==> src/rtl/ysyx_23060240_lsu.sv <==
// Load/store unit: turns one decoded memory-access request into an AXI4-Lite
// read or write transaction and returns the extended load data with a completion pulse.
module ysyx_23060240_lsu #(
    parameter int ADDR_W = 32,
    parameter int DATA_W = 32
) (
    input  logic                  clk,
    input  logic                  rst_n,
    input  logic                  req_valid,
    output logic                  req_ready,
    input  logic                  mem_rd_en,
    input  logic                  mem_wr_en,
    input  logic [2:0]            memory_rd_ctrl,
    input  logic [1:0]            memory_wr_ctrl,
    input  logic [ADDR_W-1:0]     addr,
    input  logic [DATA_W-1:0]     wdata,
    output logic                  resp_valid,
    output logic [DATA_W-1:0]     resp_rdata,
    output logic                  resp_err,
    output logic [ADDR_W-1:0]     araddr,
    output logic                  arvalid,
    input  logic                  arready,
    input  logic [DATA_W-1:0]     rdata,
    input  logic [1:0]            rresp,
    input  logic                  rvalid,
    output logic                  rready,
    output logic [ADDR_W-1:0]     awaddr,
    output logic                  awvalid,
    input  logic                  awready,
    output logic [DATA_W-1:0]     wdata_o,
    output logic [DATA_W/8-1:0]   wstrb,
    output logic                  wvalid,
    input  logic                  wready,
    input  logic [1:0]            bresp,
    input  logic                  bvalid,
    output logic                  bready
);

    typedef enum logic [2:0] {
        IDLE,
        RD_A,
        RD_D,
        WR,
        WR_B,
        RESP
    } state_t;

    state_t            state_q, state_d;
    logic [2:0]        ld_ctrl_q;
    logic [1:0]        lane_q;
    logic              aw_done_q, w_done_q;

    logic              accept;
    logic              ld_req, st_req;
    logic              ld_misalign, st_misalign;
    logic              ld_ok, st_ok;
    logic              aw_hs, w_hs;
    logic [7:0]        rbyte;
    logic [15:0]       rhalf;
    logic [DATA_W-1:0] ld_value;
    logic [DATA_W/8-1:0] st_strb;
    logic [DATA_W-1:0] st_data;

    always_comb begin
        accept      = req_valid && (state_q == IDLE);
        ld_req      = mem_rd_en && !mem_wr_en;
        st_req      = mem_wr_en && !mem_rd_en;
        ld_misalign = ((memory_rd_ctrl == 3'd3 || memory_rd_ctrl == 3'd4) && addr[0]) ||
                      ((memory_rd_ctrl == 3'd5) && (addr[1:0] != 2'b00));
        st_misalign = ((memory_wr_ctrl == 2'd2) && addr[0]) ||
                      ((memory_wr_ctrl == 2'd3) && (addr[1:0] != 2'b00));
        ld_ok       = ld_req && (memory_rd_ctrl >= 3'd1) && (memory_rd_ctrl <= 3'd5) && !ld_misalign;
        st_ok       = st_req && (memory_wr_ctrl != 2'd0) && !st_misalign;
    end

    // Store lane steering, computed from the raw request so it can be registered at acceptance
    always_comb begin
        st_strb = '1;
        st_data = wdata;
        case (memory_wr_ctrl)
            2'd1: begin
                st_strb = 4'b0001 << addr[1:0];
                st_data = {4{wdata[7:0]}};
            end
            2'd2: begin
                st_strb = addr[1] ? 4'b1100 : 4'b0011;
                st_data = {2{wdata[15:0]}};
            end
            default: begin
                st_strb = '1;
                st_data = wdata;
            end
        endcase
    end

    always_comb begin
        rbyte    = rdata[{lane_q, 3'b000} +: 8];
        rhalf    = lane_q[1] ? rdata[31:16] : rdata[15:0];
        ld_value = '0;
        case (ld_ctrl_q)
            3'd1:    ld_value = {{(DATA_W-8){rbyte[7]}}, rbyte};
            3'd2:    ld_value = {{(DATA_W-8){1'b0}}, rbyte};
            3'd3:    ld_value = {{(DATA_W-16){rhalf[15]}}, rhalf};
            3'd4:    ld_value = {{(DATA_W-16){1'b0}}, rhalf};
            3'd5:    ld_value = rdata;
            default: ld_value = '0;
        endcase
    end

    always_comb begin
        state_d    = state_q;
        req_ready  = (state_q == IDLE);
        arvalid    = (state_q == RD_A);
        rready     = (state_q == RD_D);
        awvalid    = (state_q == WR) && !aw_done_q;
        wvalid     = (state_q == WR) && !w_done_q;
        bready     = (state_q == WR_B);
        resp_valid = (state_q == RESP);
        aw_hs      = awvalid && awready;
        w_hs       = wvalid && wready;
        case (state_q)
            IDLE: begin
                if (accept) begin
                    if (ld_ok)      state_d = RD_A;
                    else if (st_ok) state_d = WR;
                    else            state_d = RESP;
                end
            end
            RD_A: if (arready) state_d = RD_D;
            RD_D: if (rvalid)  state_d = RESP;
            // AW and W complete independently; leave once both have handshaken
            WR:   if ((aw_done_q || aw_hs) && (w_done_q || w_hs)) state_d = WR_B;
            WR_B: if (bvalid)  state_d = RESP;
            RESP: state_d = IDLE;
            default: state_d = IDLE;
        endcase
    end

    always_ff @(posedge clk or negedge rst_n) begin
        if (!rst_n) begin
            state_q    <= IDLE;
            ld_ctrl_q  <= '0;
            lane_q     <= '0;
            aw_done_q  <= 1'b0;
            w_done_q   <= 1'b0;
            araddr     <= '0;
            awaddr     <= '0;
            wdata_o    <= '0;
            wstrb      <= '0;
            resp_rdata <= '0;
            resp_err   <= 1'b0;
        end else begin
            state_q <= state_d;
            case (state_q)
                IDLE: begin
                    if (accept) begin
                        ld_ctrl_q  <= memory_rd_ctrl;
                        lane_q     <= addr[1:0];
                        aw_done_q  <= 1'b0;
                        w_done_q   <= 1'b0;
                        araddr     <= {addr[ADDR_W-1:2], 2'b00};
                        awaddr     <= {addr[ADDR_W-1:2], 2'b00};
                        wdata_o    <= st_data;
                        wstrb      <= st_strb;
                        resp_rdata <= '0;
                        resp_err   <= !(ld_ok || st_ok);
                    end
                end
                RD_D: begin
                    if (rvalid) begin
                        resp_err   <= (rresp != 2'b00);
                        resp_rdata <= (rresp != 2'b00) ? '0 : ld_value;
                    end
                end
                WR: begin
                    if (aw_hs) aw_done_q <= 1'b1;
                    if (w_hs)  w_done_q  <= 1'b1;
                end
                WR_B: begin
                    if (bvalid) begin
                        resp_err   <= (bresp != 2'b00);
                        resp_rdata <= '0;
                    end
                end
                default: ;
            endcase
        end
    end

endmodule

==> config.mk <==
export PLATFORM = sky130hd
export DESIGN_NAME = ysyx_23060240_lsu
export DESIGN_NICKNAME = d
export VERILOG_FILES = /design/src/rtl/ysyx_23060240_lsu.sv
export SDC_FILE = /design/constraint.sdc
export NUM_CORES = 1
export LEC_CHECK = 0
export CAP_MARGIN = 20
export CORE_MARGIN = 4
export CORE_UTILIZATION = 45
export DETAILED_ROUTE_END_ITERATION = 8
export PLACE_DENSITY = 0.88
export SLEW_MARGIN = 30
export SYNTH_ARGS = -nofsm -noshare
export SYNTH_HDL_FRONTEND = slang
export SYNTH_SLANG_ARGS = --single-unit
==> constraint.sdc <==
create_clock -name clk -period 3.3 [get_ports clk]
set_clock_uncertainty 0.1 [all_clocks]
set_input_delay 0.825 -clock clk [delete_from_list [all_inputs] [get_ports clk]]
set_output_delay 0.825 -clock clk [all_outputs]
set_load 0.05 [all_outputs]
==> results.md, run 1 <==
- Worst EP required: 2.37 ns
- Max incr delay on CP: 0.84 ns
- GRT Util Overall: 24.6%
- Final hold vios: 0
- Final wirelength: 18,200 microns
- Number of synthesized flops with an enable pin: 0
- Worst r2r src: state_q[1]
- Nets: 974
- Worst skew pair latency: 0.35 ns
- Drt drc: 0
- Setup TNS Final: 0 ns
- Startpoint Class: flip-flop
- RSZ-0062 raised after global routing: no
- Critical path buffers and inverters: 3
- Pint: 4220 uW
- Lkg Pwr: 0.00370 uW
- CTS Sinks: 109
- Syn Inst Count: 654
- Total number of vias: 5,416
- Tot Pwr: 8770 uW
- Worst path depth: 4
- Syn. warnings: 0
- Final Max Slew Viols: 0
- Fraction of layout cells with a size suffix above 1: 5.47%
- Clock transition at path regs: 0.07 ns
- Inserted Clock Buffers: 9
- Final Wtd Congestion: 0.913
- Max VDD drop: 0.796 mV
- Post-CTS Setup Bufs: 0
- Combinational share of power: 61.9%
- Yosys reg bits: 109
- Sequential area share after synthesis: 47.9%
- Crit end category: primary output
- Reg power frac: 25.5%
- H-tree Lvls: 3
- Antenna violations before repair: 0
- Chip Height: 121 microns
- Post-DR wirelength/cell: 17.7 microns
- CP startpoint: state_q[0]
- Multi-input gate area: 0.00252 sq mm
- Reg2Reg Depth: 5
- HP Class: in -> async
- Max clock buf depth: 2
- Initial Util: 46.7%
- Status: complete, no violations
- Sw Share: 51.9%
- Root buf cell: clkbuf_16
- DP HPWL: 13,600 microns
- Post-DRT Antenna Nets: 0
- Post-route minimum period: 3.09 ns
- Power Density: 1040 mW/mm^2
- CP max FO: 13
- Most frequent cells in the layout: clkdlybuf4s50_1, nand2_1, dfrtp_1, a21oi_1, o21ai_0
- Die ar.: 0.0145 sq mm
- Port Buffers: 250
- Core Box Area: 0.0122 sq mm
- Clock network fraction of total power: 12.5%
- Post-synth cell types: 48
- Initial DRC count: 523
- Final setup vio count: 0
- Critical path data arrival time: 2.16 ns
- Worst slew pin tran: 0.827 ns
- Num rows: 40
- Placed Area: 0.00812 sq mm
- First-pass GRT wire length: 28,200 microns
- Period utilization: 93.5%
- Drt first pass iters: 6
- Main synth FF type: dfrtp_1
- Delay-heaviest family, CP: buffers and inverters
- IO Pins: 255
- F_max: 324 MHz
- Most common cell after layout, fill and taps aside: clkdlybuf4s50_1
- Seq. cell area: 0.00273 sq mm
- Die W: 121 microns
- Crit Path Category: reg -> out
- Post-Syn Area: 0.00570 sq mm
- Switch Pwr: 4550 uW
- FILL cells: 976
- Grt total ovfl: 0
- Share of flip-flops with an asynchronous set or reset: 100%
- Largest net degree at the start of global routing: 62
- Max-slew headroom: 44.9%
- Routed vias/inst: 5.27
- Max stage delay cell, worst path: clkdlybuf4s50_1
- Syn Area/Cell: 8.71 sq um
- CTS tree: done
- Inserted Diodes: 0
- Post-route cell area: 0.00842 sq mm
- Vias in the first global route: 5,374
- Critical path, cell by cell: inv_1, buf_4, nor3_1, clkdlybuf4s50_1
- Syn-to-layout area delta: 47.7%
- MaxCap Viol Count: 0
[synthesized netlist by cell type (8+ instances only)]
cell | n | area [sq um]
nand2_1 | 177 | 664
nor3_1 | 9 | 45.0
a21oi_1 | 50 | 250
a22o_1 | 24 | 210
o21ai_1 | 20 | 100
nor2b_1 | 13 | 81.3
dfrtp_1 | 109 | 2730
nor2_1 | 30 | 113
a21o_1 | 9 | 67.6
buf_2 | 9 | 45.0
nand2b_1 | 22 | 138
o21ai_0 | 33 | 165
clkbuf_1 | 32 | 120
buf_4 | 35 | 263
inv_1 | 14 | 52.6
mux2_2 | 8 | 90.1
[worst paths after layout]
| check | slack [ns] | to |
|---|---|---|
| setup / recovery | 0.21 | arvalid |
| hold / removal | 0.28 | resp_rdata[7] |
| setup reg to reg | 0.93 | resp_rdata[6] |
| hold reg to reg | 0.37 | wdata_o[1] |
| max in group asynchronous | 2.09 | awaddr[10] |
| min in group clk | 0.37 | wdata_o[1] |
[worst register-to-register path, cell delays in order (launching register included)]
cell,delay (ns)
dfrtp_1,0.55
mux2i_1,0.41
nor3_2,0.09
a41oi_4,0.26
a2111o_1,0.62
o21ai_0,0.19
[layout make-up]
type / count / area share [%]
tap: 168 / 2.50
inverter: 14 / 0.624
multi-input combinational: 458 / 30.0
clock inverter: 4 / 0.565
clock buffer: 12 / 2.93
timing repair buffer: 263 / 31.0
sequential: 109 / 32.4
[power by group through the flow]
stage / Clock [uW] / Sequential [uW] / Combinational (uW)
finish: 1100 / 2240 / 5430
global route: 1170 / 2310 / 5730
CTS: 1120 / 2240 / 5450
detailed placement: 0 / 2250 / 5440
global placement: 0 / 2230 / 5360
floorplan: 0 / 3540 / 2490
[registers in the layout, indices dropped and copies added (netlist names)]
register	cells
w_done_q	1
wstrb	4
resp_err	1
awaddr	30
lane_q	2
ld_ctrl_q	3
wdata_o	32
aw_done_q	1
resp_rdata	32
state_q	3
[cell families (layout without fill, tap and decap cells)]
logic type      after synthesis  after routing  share of synthesized area (%)
flops                       109            109                           47.9
fa+ha+maj                     4              4                          0.878
compound gates              176            176                           20.5
simple gates                261            261                           19.6
other cells                   1              4                         0.0658
xor+xnor                      1              1                          0.154
buf+inv                      90            293                           8.43
mux                          12             12                           2.50
[per-stage QoR]
| step | hold WS (ns) | utilization [%] | setup slack, ns | cells |
|---|---|---|---|---|
| after detailed placement | 0.362 | 66.5 | 0.291 | 1012 |
| after CTS | 0.296 | 68.9 | 0.0507 | 1028 |
| after floorplan | 0.389 | - | 0.720 | 657 |
| after global placement | 0.358 | 66.4 | 0.283 | 1012 |
| final | 0.284 | 68.9 | 0.213 | 1028 |
| after global routing | 0.312 | 68.9 | 0.0139 | 1028 |
[routing by layer]
layer	global-route usage, %	routed length (microns)
met5	0	0
met4	8.50	408
met3	8.61	1710
met2	41.1	9020
met1	29.7	7030
[what timing repair did]
item                                    4_1_cts  5_1_grt
hold buffers                                  0        0
endpoints found under the setup margin        0        1
gates resized for setup                       0        1
Note: power is estimated with default switching activity, not from simulation.
==> run 2: changes to the inputs <==
--- a/config.mk
+++ b/config.mk
@@ -7,9 +7,9 @@
 export LEC_CHECK = 0
 export CAP_MARGIN = 20
 export CORE_MARGIN = 4
-export CORE_UTILIZATION = 45
+export CORE_UTILIZATION = 46
 export DETAILED_ROUTE_END_ITERATION = 8
-export PLACE_DENSITY = 0.88
+export PLACE_DENSITY = 0.89
 export SLEW_MARGIN = 30
 export SYNTH_ARGS = -nofsm -noshare
 export SYNTH_HDL_FRONTEND = slang
==> run 2 against run 1 <==
Net effect: global-route usage increased by 0.15 points; clock-buffer cell count shrank 2; hold slack better by 0.097 ns; via count up 0.28%; combinational power barely moved; sequential share of layout area is 0.053 points lower; critical endpoint unchanged; largest cell class unchanged; largest power group unchanged.
==> results.md, run 2 (same netlist as run 1, synthesis figures left out) <==
- Status: complete, no violations
- Startpoint Class: flip-flop
- HP Class: reg -> reg
- Placed Area: 0.00814 sq mm (+0.25%)
- Final setup vio count: 0 (unchanged)
- Post-DR wirelength/cell: 17.5 microns (-0.83%)
- Port Buffers: 250 (unchanged)
- Die W: 119 microns (-1.0%)
- First-pass GRT wire length: 27,900 microns (-1.0%)
- Reg-to-Reg End: resp_rdata[1]
- Max incr delay on CP: 0.86 ns (+0.02 ns)
- Clock transition at path regs: 0.07 ns (about the same)
- Syn-to-layout area delta: 48.0%
- F_max: 316 MHz (-2.6%)
- Tot Pwr: 8780 uW (+0.15%)
- Largest net degree at the start of global routing: 54 (-13%)
- Lkg Pwr: 0.00371 uW (+0.14%)
- Post-CTS Setup Bufs: 0 (unchanged)
- Setup TNS Final: 0 ns (unchanged)
- RSZ-0062 raised after global routing: no
- CP max FO: 13 (unchanged)
- GRT Util Overall: 24.8% (+0.15 points)
- Chip Height: 119 microns (-1.0%)
- H-tree Lvls: 3 (unchanged)
- Worst setup path end: arvalid
- Final Max Slew Viols: 0 (unchanged)
- Crit Path Category: reg -> out
- FILL cells: 941 (-3.6%)
- Critical path, cell by cell: inv_1, buf_4, nor3_1, clkdlybuf4s50_1
- Core Box Area: 0.0121 sq mm (-1.2%)
- Initial DRC count: 671 (+28%)
- Drt drc: 0 (unchanged)
- Routed vias/inst: 5.28 (+0.18%)
- Most common cell after layout, fill and taps aside: clkdlybuf4s50_1
- Post-route cell area: 0.00843 sq mm (+0.16%)
- Die ar.: 0.0142 sq mm (-2.0%)
- Num rows: 40 (unchanged)
- Hold WS: 0.381 ns (+0.0968 ns)
- Initial Util: 47.2% (+0.58 points)
- CTS tree: done
- Root buf cell: clkbuf_16
- Worst EP required: 2.37 ns (about the same)
- Vias in the first global route: 5,344 (-0.56%)
- MaxCap Viol Count: 0 (unchanged)
- Max stage delay cell, worst path: clkdlybuf4s50_1
- Power Density: 1040 mW/mm^2 (about the same)
- CP startpoint: state_q[0]
- Final wirelength: 18,000 microns (-0.73%)
- Grt total ovfl: 0 (unchanged)
- Final Wtd Congestion: 0.876 (-4.0%)
- Drt first pass iters: 7 (+1)
- CTS Sinks: 109 (unchanged)
- Fraction of layout cells with a size suffix above 1: 5.57% (+0.11 points)
- Post-DRT Antenna Nets: 0 (unchanged)
- Final WS setup: 0.132 ns (-0.0816 ns)
- Pre-CTS setup slack: 0.253 ns (-0.0372 ns)
- IO Pins: 255 (unchanged)
- DP HPWL: 13,400 microns (-1.6%)
- Worst slew pin tran: 0.895 ns (+0.0684 ns)
- Inserted Clock Buffers: 9 (unchanged)
- Antenna violations before repair: 0 (unchanged)
- Crit end category: primary output
- Max clock buf depth: 2 (unchanged)
- Total number of vias: 5,431 (+0.28%)
- Inserted Diodes: 0 (unchanged)
- R2R Setup Slk: 0.82 ns (-0.11 ns)
- Max VDD drop: 0.758 mV (-4.7%)
- Largest regs: resp_rdata x32, wdata_o x32, awaddr x30
- Most frequent cells in the layout: clkdlybuf4s50_1, nand2_1, dfrtp_1, a21oi_1, o21ai_0
- Reg2Reg Depth: 4 (-1)
- Critical path data arrival time: 2.24 ns (+0.08 ns)
- Post-route minimum period: 3.17 ns (+0.0816 ns)
- Nets: 975 (+0.10%)
- Period utilization: 96.0% (+2.5 points)
- Final hold vios: 0 (unchanged)
- Worst skew pair latency: 0.35 ns (about the same)
- Worst r2r src: ld_ctrl_q[1]
- Max-slew headroom: 39.8% (-5.0 points)
run 2: cell count changes in the layout (fill, tap and decap cells not counted), sizes merged:
cell | before | now
clkinvlp | 1 | 2
buf | 15 | 16
clkinv | 2 | 3
clkbuf | 12 | 10
run 2: final cells by class:
| type | instances | area [sq um] | share of cell area, % |
|---|---|---|---|
| Clock inverter | 6 | 63.8 | 0.757 |
| Inverter | 14 | 52.6 | 0.623 |
| Clock buffer | 10 | 229 | 2.72 |
| Timing Repair Buffer | 264 | 2630 | 31.2 |
| Multi-Input combinational cell | 458 | 2520 | 29.9 |
| Sequential cell | 109 | 2730 | 32.3 |
| Tap cell | 168 | 210 | 2.49 |
run 2: worst max-delay path: cells and delay by family, from the launching register on:
family	cells	cell delay, ns
buffers and inverters	3	1.14
flip-flops	1	0.59
AND/OR/NAND/NOR	1	0.16
run 2: timing repair:
item                       in CTS  in global routing
setup endpoints to repair       0                  1
hold endpoints to repair        0                  0
hold buffers                    0                  0
resized for setup               0                  1
run 2: report_power, final:
| group | switching (uW) | internal (uW) | leakage, uW |
|---|---|---|---|
| Sequential | 433 | 1810 | 0.00139 |
| Clock | 499 | 588 | 0.000138 |
| Combinational | 3640 | 1810 | 0.00218 |
| Total | 4570 | 4210 | 0.00371 |
run 2: metrics by stage:
| step | utilization, % | instances |
|---|---|---|
| floorplan | - | 657 |
| global placement | 67.4 | 1013 |
| detailed placement | 67.5 | 1013 |
| CTS | 69.9 | 1029 |
| global route | 69.9 | 1029 |
| finish | 69.9 | 1029 |
run 2: worst min path at each step:
stage / start / end / depth (start not counted)
final: wdata_o[21] / wdata_o[21] / 2
after floorplan: w_done_q / w_done_q / 1
after detailed placement: wdata_o[6] / wdata_o[6] / 2
after CTS: wdata_o[0] / wdata_o[0] / 2
after global routing: resp_err / resp_err / 2
after global placement: wdata_o[5] / wdata_o[5] / 2
run 2: per-layer routing:
metal | vias to the layer above | GRT usage, % | routed length (microns)
li1 | 2591 | - | -
met5 | - | 0 | 0
met4 | 0 | 10.0 | 590
met3 | 42 | 9.64 | 1730
met1 | 2536 | 29.1 | 6980
met2 | 262 | 40.7 | 8720
